===== config.mk =====
export PLATFORM = sky130hd
export DESIGN_NAME = armleocpu_ptw
export DESIGN_NICKNAME = d
export VERILOG_FILES = /design/src/rtl/armleocpu_ptw.sv
export SDC_FILE = /design/constraint.sdc
export NUM_CORES = 1
export LEC_CHECK = 0
export BUFFER_PORTS_ARGS = -buffer_cell sky130_fd_sc_hd__buf_2
export CORE_MARGIN = 3
export CORE_UTILIZATION = 49
export CTS_BUF_LIST = sky130_fd_sc_hd__clkbuf_16
export DETAILED_ROUTE_END_ITERATION = 10
export PLACE_DENSITY = 0.8
export SETUP_SLACK_MARGIN = 0.02
export SLEW_MARGIN = 10
export SYNTH_ARGS = -nofsm -noshare
export SYNTH_HDL_FRONTEND = slang
export SYNTH_SLANG_ARGS = --single-unit
export TNS_END_PERCENT = 100

===== constraint.sdc =====
create_clock -name clk -period 2.5 [get_ports clk]
set_input_delay 0 -clock clk [delete_from_list [all_inputs] [get_ports clk]]
set_output_delay 0 -clock clk [all_outputs]
set_load 0.05 [all_outputs]

===== src/rtl/armleocpu_ptw.sv =====
// Sv32 page-table walker: two-level PTE fetch over a read port, leaf/fault
// classification, and a single-cycle TLB write on a successful leaf.
module armleocpu_ptw #(
    parameter int TIMEOUT_CYCLES = 255
) (
    input  logic        clk,
    input  logic        rst,
    input  logic        resolve_request,
    input  logic [19:0] resolve_virtual_address,
    output logic        resolve_ack,
    output logic        resolve_done,
    output logic        resolve_pagefault,
    output logic        resolve_accessfault,
    output logic [21:0] resolve_physical_address,
    output logic [7:0]  resolve_access_bits,
    input  logic        satp_mode,
    input  logic [21:0] satp_ppn,
    output logic [33:0] m_address,
    output logic        m_read,
    input  logic        m_readdone,
    input  logic        m_readerror,
    input  logic [31:0] m_readdata,
    output logic [1:0]  tlb_command,
    output logic [19:0] tlb_virtual_address_w,
    output logic [7:0]  tlb_accesstag_w,
    output logic [21:0] tlb_phys_w
);
    localparam logic [1:0] S_IDLE   = 2'd0;
    localparam logic [1:0] S_L1     = 2'd1;
    localparam logic [1:0] S_L0     = 2'd2;
    localparam logic [1:0] S_RESULT = 2'd3;

    localparam logic [1:0] TLB_CMD_NONE  = 2'b00;
    localparam logic [1:0] TLB_CMD_WRITE = 2'b11;

    localparam int CW = (TIMEOUT_CYCLES > 2) ? $clog2(TIMEOUT_CYCLES) : 1;

    logic [1:0]    state_q, state_d;
    logic [19:0]   va_q, va_d;
    logic [21:0]   root_q, root_d;
    logic [21:0]   pte_ppn_q, pte_ppn_d;
    logic [CW-1:0] cnt_q, cnt_d;
    logic [21:0]   res_ppn_q, res_ppn_d;
    logic [7:0]    res_bits_q, res_bits_d;
    logic          pf_q, pf_d, af_q, af_d, wr_q, wr_d;
    logic          ack;

    // RSW bits carry no meaning for the walk
    logic unused_rsw;
    assign unused_rsw = ^m_readdata[9:8];

    wire pte_v = m_readdata[0];
    wire pte_r = m_readdata[1];
    wire pte_w = m_readdata[2];
    wire pte_x = m_readdata[3];

    always_comb begin
        state_d    = state_q;
        va_d       = va_q;
        root_d     = root_q;
        pte_ppn_d  = pte_ppn_q;
        cnt_d      = cnt_q;
        res_ppn_d  = res_ppn_q;
        res_bits_d = res_bits_q;
        pf_d       = pf_q;
        af_d       = af_q;
        wr_d       = wr_q;
        ack        = 1'b0;
        case (state_q)
            S_IDLE: if (resolve_request && !rst) begin
                ack    = 1'b1;
                va_d   = resolve_virtual_address;
                root_d = satp_ppn;
                pf_d   = 1'b0;
                af_d   = 1'b0;
                wr_d   = 1'b0;
                cnt_d  = '0;
                if (satp_mode) begin
                    state_d = S_L1;
                end else begin
                    res_ppn_d  = {2'b00, resolve_virtual_address};
                    res_bits_d = 8'hCF;
                    state_d    = S_RESULT;
                end
            end
            S_L1, S_L0: begin
                if (m_readdone) begin
                    cnt_d = '0;
                    if (m_readerror) begin
                        af_d    = 1'b1;
                        state_d = S_RESULT;
                    end else if (!pte_v || (!pte_r && pte_w)) begin
                        pf_d    = 1'b1;
                        state_d = S_RESULT;
                    end else if (pte_r || pte_x) begin
                        state_d    = S_RESULT;
                        res_bits_d = m_readdata[7:0];
                        if (state_q == S_L1) begin
                            if (m_readdata[19:10] != 10'd0) begin
                                pf_d = 1'b1;
                            end else begin
                                res_ppn_d = {m_readdata[31:20], va_q[9:0]};
                                wr_d      = 1'b1;
                            end
                        end else begin
                            res_ppn_d = m_readdata[31:10];
                            wr_d      = 1'b1;
                        end
                    end else if (state_q == S_L1) begin
                        pte_ppn_d = m_readdata[31:10];
                        state_d   = S_L0;
                    end else begin
                        pf_d    = 1'b1;
                        state_d = S_RESULT;
                    end
                end else if (cnt_q == CW'(TIMEOUT_CYCLES - 1)) begin
                    af_d    = 1'b1;
                    state_d = S_RESULT;
                end else begin
                    cnt_d = cnt_q + 1'b1;
                end
            end
            default: state_d = S_IDLE;
        endcase
    end

    always_ff @(posedge clk) begin
        if (rst) begin
            state_q    <= S_IDLE;
            va_q       <= '0;
            root_q     <= '0;
            pte_ppn_q  <= '0;
            cnt_q      <= '0;
            res_ppn_q  <= '0;
            res_bits_q <= '0;
            pf_q       <= 1'b0;
            af_q       <= 1'b0;
            wr_q       <= 1'b0;
        end else begin
            state_q    <= state_d;
            va_q       <= va_d;
            root_q     <= root_d;
            pte_ppn_q  <= pte_ppn_d;
            cnt_q      <= cnt_d;
            res_ppn_q  <= res_ppn_d;
            res_bits_q <= res_bits_d;
            pf_q       <= pf_d;
            af_q       <= af_d;
            wr_q       <= wr_d;
        end
    end

    always_comb begin
        m_address = '0;
        if (state_q == S_L1)
            m_address = {root_q, 12'h000} + {22'd0, va_q[19:10], 2'b00};
        else if (state_q == S_L0)
            m_address = {pte_ppn_q, 12'h000} + {22'd0, va_q[9:0], 2'b00};
    end

    assign resolve_ack              = ack;
    assign resolve_done             = (state_q == S_RESULT);
    assign resolve_pagefault        = resolve_done & pf_q;
    assign resolve_accessfault      = resolve_done & af_q;
    assign resolve_physical_address = res_ppn_q;
    assign resolve_access_bits      = res_bits_q;
    assign m_read                   = (state_q == S_L1) || (state_q == S_L0);
    assign tlb_command              = (resolve_done && wr_q) ? TLB_CMD_WRITE : TLB_CMD_NONE;
    assign tlb_virtual_address_w    = va_q;
    assign tlb_accesstag_w          = res_bits_q;
    assign tlb_phys_w               = res_ppn_q;
endmodule


# Word-level counts from Yosys, hierarchy flattened
# Index checks and enable logic that the tools add are counted.
[word_totals]
regBits = 107
in_bits = 80
wordCells = 111
[classes]
addsub = 3
n_eq_ne = 17
mux = 54
bitwise_logic = 5
n_reduce_logical = 22
[op_table]
columns = ["op", "n"]
rows = [
  ["22-bit two-way mux", 8],
  ["8-bit two-way mux", 9],
  ["34-bit by 12-bit adder with 34-bit output", 2],
  ["34-bit two-way mux", 2],
  ["22-bit one-hot mux with 2 select lines", 1],
  ["8-bit one-hot mux with 2 select lines", 2],
  ["1-bit two-way mux", 23],
  ["7-bit AND reduction", 3],
  ["2-bit != test (second input constant)", 6],
  ["3-bit != test (second input constant)", 4],
  ["4-bit != test (second input constant)", 3],
  ["2-bit two-way mux", 5],
  ["10-bit nonzero test", 1],
  ["8-bit by 1-bit adder with 8-bit output (second input constant)", 1],
  ["8-bit equality test (second input constant)", 1],
  ["8-bit AND reduction", 1],
  ["1-bit one-hot mux with 2 select lines", 3],
  ["6-bit AND reduction", 1],
  ["2-bit equality test (second input constant)", 2],
  ["2-bit one-hot mux with 2 select lines", 1],
  ["2-bit AND reduction", 2],
  ["4-bit AND reduction", 1],
  ["1-bit logical AND", 3],
  ["1-bit logical NOT", 3],
  ["8 further kinds", 13],
]

# Longest topological paths before layout
# Gate-level depths: netlist of the first run.
[depth]
ltp_word = 8
ltp_mapped = 9
mapped_depth_nobuf = 9

# Worst setup path before layout of the first run
# OpenSTA, ideal clock, no wires.
[synth_path]
kind = "register -> register"
startpoint = "register state_q[0]"
endpoint = "register res_ppn_q[2], in the netlist resolve_physical_address[2]"
setup_time_ns = 0.128
arrival_ns = 2.333
required_ns = 2.372
slack_ns = 0.039
path_stages_with_launch = 9
n_path_buf = 1
synth_period_minus_slack_ns = 2.461
cell_sequence = "dfxtp_1 -> inv_1 -> ha_1 -> nor2b_1 -> a211o_1 -> a211oi_4 -> buf_6 -> mux2i_1 -> nor2_1"
[synth_between]
elab_chain_cells = 7
[synth_rtl]
columns = ["element", "line", "source"]
rows = [
  ["start, declared", "38", "logic [1:0] state_q, state_d;"],
  ["start signal, assigned", "140", "state_q <= state_d;"],
  ["2-bit by 1-bit equality test with 1-bit output", "69, 98", ""],
  ["22-bit two-way mux", "98", "if (state_q == S_L1) begin"],
  ["22-bit two-way mux", "95", "end else if (pte_r || pte_x) begin"],
  ["22-bit two-way mux", "92", "end else if (!pte_v || (!pte_r && pte_w)) begin"],
  ["22-bit two-way mux", "89", "if (m_readerror) begin"],
  ["22-bit two-way mux", "87", "if (m_readdone) begin"],
  ["22-bit one-hot mux with 2 select lines", "69", "case (state_q)"],
  ["end signal, assigned", "145", "res_ppn_q <= res_ppn_d;"],
  ["end, declared", "43", "logic [21:0] res_ppn_q, res_ppn_d;"],
]
# Parallel ways exist; a longest one is shown, timed or not. The select of a mux whose other input is x is not followed.
# A chain may end at the register's enable or synchronous reset.

# Worst setup path after layout of the first run
[layout_path]
startpoint = "register state_q[0]"
endpoint = "register res_ppn_q[3], in the netlist resolve_physical_address[3]"
# Same word-level chain as after synthesis.

==> reports/qor.csv, run 1 <==
metric,value,unit
postRouteAntennaNets,0,
worstMarginPinSlew,0.945,ns
finalSetupViolations,0,
ff_latch_area,2140,sq um
drt-vias-per-instance,5.18,
die_area,12100,sq um
areaGrowthSynthToFinish,34.5,%
min_path_type,in2reg,
maxSlewViolCount,0,
finClkSkew,0.00817,ns
endpoint_kind,register,
slew_headroom,37.0,%
place_hpwl,10300,um
path_buf_inv,2,
irDropWorstVdd,0.496,mV
dp_worst_setup_slack,0.327,ns
yosysSeqAreaShare,40.5,%
grt_overflow,0,
crit_type,reg2reg,
htreeDepth,3,
n_antenna_cell,0,
vias,5220,
stdcell_count,1007,
met1_length,6390,um
yosysWarnings,0,
drcViolationCount,0,
syn_avg_cell_area,8.08,sq um
core.rowCount,37,
fin_crit,2.21,ns
cp-start-kind,register,
fill_cells,849,
crit_chain,inv_1 -> ha_2 -> nor2b_1 -> a211o_1 -> a211oi_4 -> buf_4 -> mux2i_1 -> nor2_1,
p_total,0.00545,W
grtUsageTotal,26.3,%
start_util,50.8,%
setup_ws,0.290,ns
wl_met3,1020,um
grt_pass1_wl,25000,um
cts_setup_buffers,0,
max_stage_delay,0.40,ns
period_share,88.4,%
grt_pass1_vias,5069,
io_buffer_count,196,
fp.dieH,110,um
hold_viol,0,
reg2reg_depth,8,
maxUsedRoutingLayer,met4,
dp.cells,919,
nets,952,
synthFlopType,dfxtp_1,
ys_ff_latch,107,
cts_buffers,9,
outcome,completed,
synthArstFlopShare,0,%
clock_path_buffers,2,
multi_input_area,2660,sq um
first_iter_violations,388,
drive_gt1_share,27.4,%
critPathSlowestCell,dfxtp_1,
coreArea,10400,sq um
max_freq,453,MHz
ios,201,
crit_fanout,12,
syn-cell-area,5290,sq um
grt_max_degree,100,
synth_edf_count,0,
worstHoldPathCells,4,
die_w,110,um
wl_per_cell,15.9,um
cts_tree,built,
final_common_cell,buf_2,
firstDrtPassIters,7,
clockRootBuffer,clkbuf_16,
crit_arrival,2.40,ns
routabilityCongestion,0.844,
rsz0062_at_grt,false,
final_cell_mix,"buf_2, nand2_1, dfxtp_1",
met2_length,7810,um
postSynthCellCount,654,
cp.required,2.69,ns
antenna_found_initial,0,
tns,0,ns
static-leakage-power,3.11,nW
path_depth,8,
clkSinkCount,107,
maxCapViolations,0,
cts.clk_slew.worst_paths,0.07,ns
insertion_delay,0.34,ns
cellPowerDensity,767,nW/um^2
synth_cell_type_count,44,
wl,16000,um
cp_top_family,compound AO/OA/AOI/OAI gates,
## cell type report
| cell class | instances | area share, % |
|---|---|---|
| multi-input cells | 459 | 37.4 |
| flip-flops and latches | 107 | 30.1 |
| repair buffers | 278 | 25.4 |
| clock buffers | 9 | 3.17 |
| well taps | 136 | 2.39 |
| clock inverters | 7 | 0.915 |
| inverters | 11 | 0.581 |
## metrics by stage
stage	hold WS, ns	area [sq um]	utilization (%)
3_3_place_gp	0.197	6100	58.5
2_1_floorplan	0.109	5290	-
6_report	0.0380	7110	68.3
4_1_cts	0.0289	7110	68.2
5_1_grt	0.0594	7110	68.3
3_5_place_dp	0.200	6100	58.5
## worst paths after layout
path                                                    to                     from  slack (ns)
setup / recovery  resolve_physical_address[3]$_SDFFE_PP0P_  state_q[0]$_SDFFE_PP0P_        0.29
hold / removal                           af_q$_SDFFE_PP0P_               m_readdone        0.04
setup reg to reg  resolve_physical_address[3]$_SDFFE_PP0P_  state_q[0]$_SDFFE_PP0P_        0.29
hold reg to reg                    root_q[19]$_SDFFE_PP0P_  root_q[19]$_SDFFE_PP0P_        0.48
## registers in the layout, indices dropped and copies added (netlist names)
signal                    cells
pte_ppn_q                    22
resolve_physical_address     22
root_q                       22
tlb_virtual_address_w        20
cnt_q                         8
resolve_access_bits           8
state_q                       2
af_q                          1
pf_q                          1
wr_q                          1
## layer usage
metal	track usage [%]	vias up
met1	31.0	2372
met2	45.0	234
met4	14.4	0
li1	-	2561
met3	4.93	53
met5	0	-
## cell usage after synthesis (2+ instances only)
library cell | instances | area share [%]
a21o_1 | 2 | 0.28
nor4b_1 | 3 | 0.50
and3_1 | 2 | 0.24
nor2_1 | 74 | 5.3
nand4_1 | 2 | 0.24
ha_1 | 6 | 1.4
clkbuf_1 | 31 | 2.2
mux2i_1 | 52 | 9.8
a21oi_1 | 20 | 1.9
xnor2_1 | 4 | 0.66
a311oi_1 | 5 | 0.83
nand2_1 | 112 | 8.0
a211oi_2 | 10 | 2.4
nor2_2 | 2 | 0.24
nand2b_1 | 48 | 5.7
nor2b_1 | 4 | 0.47
o21ai_0 | 75 | 7.1
and2_1 | 4 | 0.47
buf_6 | 3 | 0.64
nor4_1 | 4 | 0.47
buf_4 | 35 | 5.0
inv_1 | 10 | 0.71
nand3_1 | 8 | 0.76
buf_2 | 5 | 0.47
a211oi_1 | 2 | 0.28
xor2_1 | 3 | 0.50
buf_1 | 4 | 0.28
dfxtp_1 | 107 | 41
a211o_1 | 2 | 0.33
## worst reg2reg max path: stages, from the launching register on
cell and delay [ns]:
dfxtp_1 0.40, inv_1 0.09, ha_2 0.28, nor2b_1 0.17
a211o_1 0.33, a211oi_4 0.23, buf_4 0.28, mux2i_1 0.22
nor2_1 0.05
## cells by family (layout without fill, tap and decap cells)
| family | Yosys count | in the layout | share of synthesized area, % |
|---|---|---|---|
| and+or+nand+nor | 268 | 268 | 23.1 |
| AOI/OAI and AO/OA | 124 | 124 | 14.6 |
| DFF | 107 | 107 | 40.5 |
| buffers and inverters | 89 | 305 | 9.35 |
| muxes | 52 | 52 | 9.84 |
| xor gates and xnor gates | 7 | 7 | 1.16 |
| adders and majority gates | 6 | 6 | 1.42 |
| other | 1 | 2 | 0.0709 |
## power breakdown
group	internal, W	switching, W	leakage, nW	total [W]
logic	0.000577	0.00146	2.09	0.00204
registers	0.00188	0.000141	0.875	0.00202
clock network	0.000706	0.000684	0.146	0.00139
## timing repair
item                                    4_1_cts  5_1_grt
hold buffers                                 72        0
hold endpoints to repair                     74        0
gates resized for setup                       0        1
endpoints found under the setup margin        0        1
Power figures use the tool's default switching activity.
==> run 2: changes to the inputs <==
--- a/config.mk
+++ b/config.mk
@@ -5,12 +5,13 @@
 export SDC_FILE = /design/constraint.sdc
 export NUM_CORES = 1
 export LEC_CHECK = 0
+export ABC_AREA = 1
 export BUFFER_PORTS_ARGS = -buffer_cell sky130_fd_sc_hd__buf_2
 export CORE_MARGIN = 3
-export CORE_UTILIZATION = 49
+export CORE_UTILIZATION = 50
 export CTS_BUF_LIST = sky130_fd_sc_hd__clkbuf_16
 export DETAILED_ROUTE_END_ITERATION = 10
-export PLACE_DENSITY = 0.8
+export PLACE_DENSITY = 0.81
 export SETUP_SLACK_MARGIN = 0.02
 export SLEW_MARGIN = 10
 export SYNTH_ARGS = -nofsm -noshare
==> run 2 against run 1 <==
Compared with the run above: cell count is 10% higher; combinational power grew to 2.9 times the previous value; sequential share of layout area is 0.69 points lower; maximum frequency is 4.8% lower; hold slack worse by 0.035 ns; critical path type unchanged; highest routed layer unchanged.
==> reports/qor.csv, run 2 <==
metric,value,unit
clock_path_buffers,2,
synthMuxAreaShare,1.82,%
cts.clk_slew.worst_paths,0.08,ns
setup_ws,0.178,ns
synth_top_family_by_area,simple AND/OR/NAND/NOR gates,
grt_overflow,0,
yosys-top-cells-count,"dfxtp_1, o21ai_0, nand2_1, inv_1, a21oi_1",
fp.dieH,111,um
die_area,12300,sq um
final_area,7280,sq um
synth-compound-area-share,18.7,%
io_buffer_count,196,
place_hpwl,11200,um
synth-simple-area-share,23.9,%
yosysSeqAreaShare,38.9,%
cts_tree,built,
maxCapViolations,0,
irDropWorstVdd,0.936,mV
ios,201,
ys_ff_latch,107,
clkPwrFrac,14.0,%
die_w,111,um
utilization,69.3,%
synth_adder_area_share,1.36,%
finClkSkew,0.00815,ns
start_util,52.4,%
max_stage_delay,0.56,ns
vias,5803,
drcViolationCount,0,
ys_top_cells_by_area,"dfxtp_1, o21ai_0, a21oi_1",
whs,0.00253,ns
syn_avg_cell_area,7.28,sq um
path_buf_inv,4,
switchingPower,0.00536,W
cp_top_family,buffers and inverters,
fin_crit,2.32,ns
antenna_found_initial,0,
htreeDepth,3,
critPathSlowestCell,dlygate4sd3_1,
drt-vias-per-instance,5.22,
nets,1057,
clkSinkCount,107,
grt_max_degree,95,
synth_xor_area_share,0,%
coreArea,10500,sq um
wl,17300,um
areaGrowthSynthToFinish,32.2,%
grt_pass1_vias,5611,
min_path_type,in2reg,
combPwrFrac,61.2,%
cts_buffers,9,
final_cell_mix,"buf_2, dfxtp_1, o21ai_0",
finalSetupViolations,0,
first_iter_violations,451,
drive_gt1_share,30.3,%
outcome,completed,
hold_viol,0,
postSynthCellCount,756,
tns,0,ns
grt_pass1_wl,27900,um
cellPowerDensity,1340,nW/um^2
synthMostInstantiatedCell,dfxtp_1,
routabilityCongestion,0.898,
crit_arrival,2.55,ns
power.share.sequential,24.7,%
firstDrtPassIters,5,
crit_chain,inv_1 -> ha_2 -> inv_2 -> nor2_2 -> nor2_1 -> nand3_1 -> nor2_2 -> buf_4 -> o21ai_0 -> nor2_1 -> dlygate4sd3_1,
cp.required,2.73,ns
p_int,0.00440,W
slew_headroom,44.0,%
syn-cell-area,5510,sq um
postRouteAntennaNets,0,
yosysWarnings,0,
max_freq,431,MHz
fill_cells,850,
dp_worst_setup_slack,0.516,ns
n_antenna_cell,0,
synthFlopType,dfxtp_1,
crit_type,reg2reg,
final_common_cell,buf_2,
static-leakage-power,3.45,nW
synth.largest_area_cell,dfxtp_1,
synth_edf_count,0,
r2r_slack,0.18,ns
maxSlewViolCount,0,
crit_fanout,10,
core.rowCount,37,
cts_setup_buffers,0,
insertion_delay,0.34,ns
cp-start-kind,register,
synth_cell_type_count,34,
place_area,6260,sq um
worstMarginPinSlew,0.840,ns
grtUsageTotal,27.5,%
switching_share,54.9,%
clockRootBuffer,clkbuf_16,
rsz0062_at_grt,false,
period_share,92.9,%
wl_per_cell,15.5,um
synthArstFlopShare,0,%
endpoint_kind,register,
yosysTopAreaCellShare,38.9,%
[run 2: worst register-to-register path, stage by stage (launching register included)]
cell and delay (ns):
dfxtp_1 0.36, inv_1 0.09, ha_2 0.40, inv_2 0.06
nor2_2 0.17, nor2_1 0.06, nand3_1 0.09, nor2_2 0.05
buf_4 0.16, o21ai_0 0.15, nor2_1 0.05, dlygate4sd3_1 0.56
[run 2: cell type report]
type	instances	area, sq um	area share [%]
Clock inverter	7	57.6	0.791
Clock buffer	9	225	3.09
Timing Repair Buffer	285	1840	25.3
Multi-Input combinational cell	488	2530	34.8
Inverter	80	305	4.19
Tap cell	136	170	2.34
Sequential cell	107	2140	29.4
[run 2: stage by stage]
stage / cells / total power (W)
3_3_place_gp: 1023 / 0.00814
2_1_floorplan: 757 / 0.00736
6_report: 1112 / 0.00977
5_1_grt: 1112 / 0.0103
3_5_place_dp: 1023 / 0.00822
4_1_cts: 1112 / 0.00970
[run 2: power by group through the flow]
stage | Sequential [W] | Clock, W | Combinational (W)
6_report | 0.00241 | 0.00137 | 0.00598
3_3_place_gp | 0.00243 | 0 | 0.00572
4_1_cts | 0.00240 | 0.00139 | 0.00591
2_1_floorplan | 0.00333 | 0 | 0.00402
3_5_place_dp | 0.00244 | 0 | 0.00578
5_1_grt | 0.00247 | 0.00146 | 0.00638
[run 2: timing repair]
item / CTS / global route
endpoints found under the setup margin: 0 / 2
hold buffers: 73 / 0
endpoints found under the hold margin: 71 / 0
gates resized for setup: 0 / 3
[run 2: worst paths after layout]
check	start	to	cells past startpoint
max	state_q[0]$_SDFFE_PP0P_	resolve_access_bits[4]$_SDFFE_PP0P_	11
max reg2reg	state_q[0]$_SDFFE_PP0P_	resolve_access_bits[4]$_SDFFE_PP0P_	11
min reg2reg	root_q[21]$_SDFFE_PP0P_	root_q[21]$_SDFFE_PP0P_	2
min	satp_ppn[13]	root_q[13]$_SDFFE_PP0P_	3
[run 2: logic make-up (layout without fill, tap and decap cells)]
| group | after synthesis | count (layout) |
|---|---|---|
| compound gates | 194 | 194 |
| fa+ha+maj | 6 | 6 |
| buf+inv | 162 | 381 |
| flops | 107 | 107 |
| mux | 10 | 10 |
| other cells | 1 | 2 |
| simple gates | 276 | 276 |
[run 2: metal layers]
layer | routed length (um) | vias up | global-route usage (%) | share of wire (%)
met1 | 7470 | 2648 | 35.3 | 43
met5 | 0 | - | 0 | 0
met3 | 1130 | 46 | 5.02 | 6.5
met4 | 533 | 0 | 9.28 | 3.1
met2 | 8150 | 256 | 46.4 | 47
li1 | - | 2853 | - | -
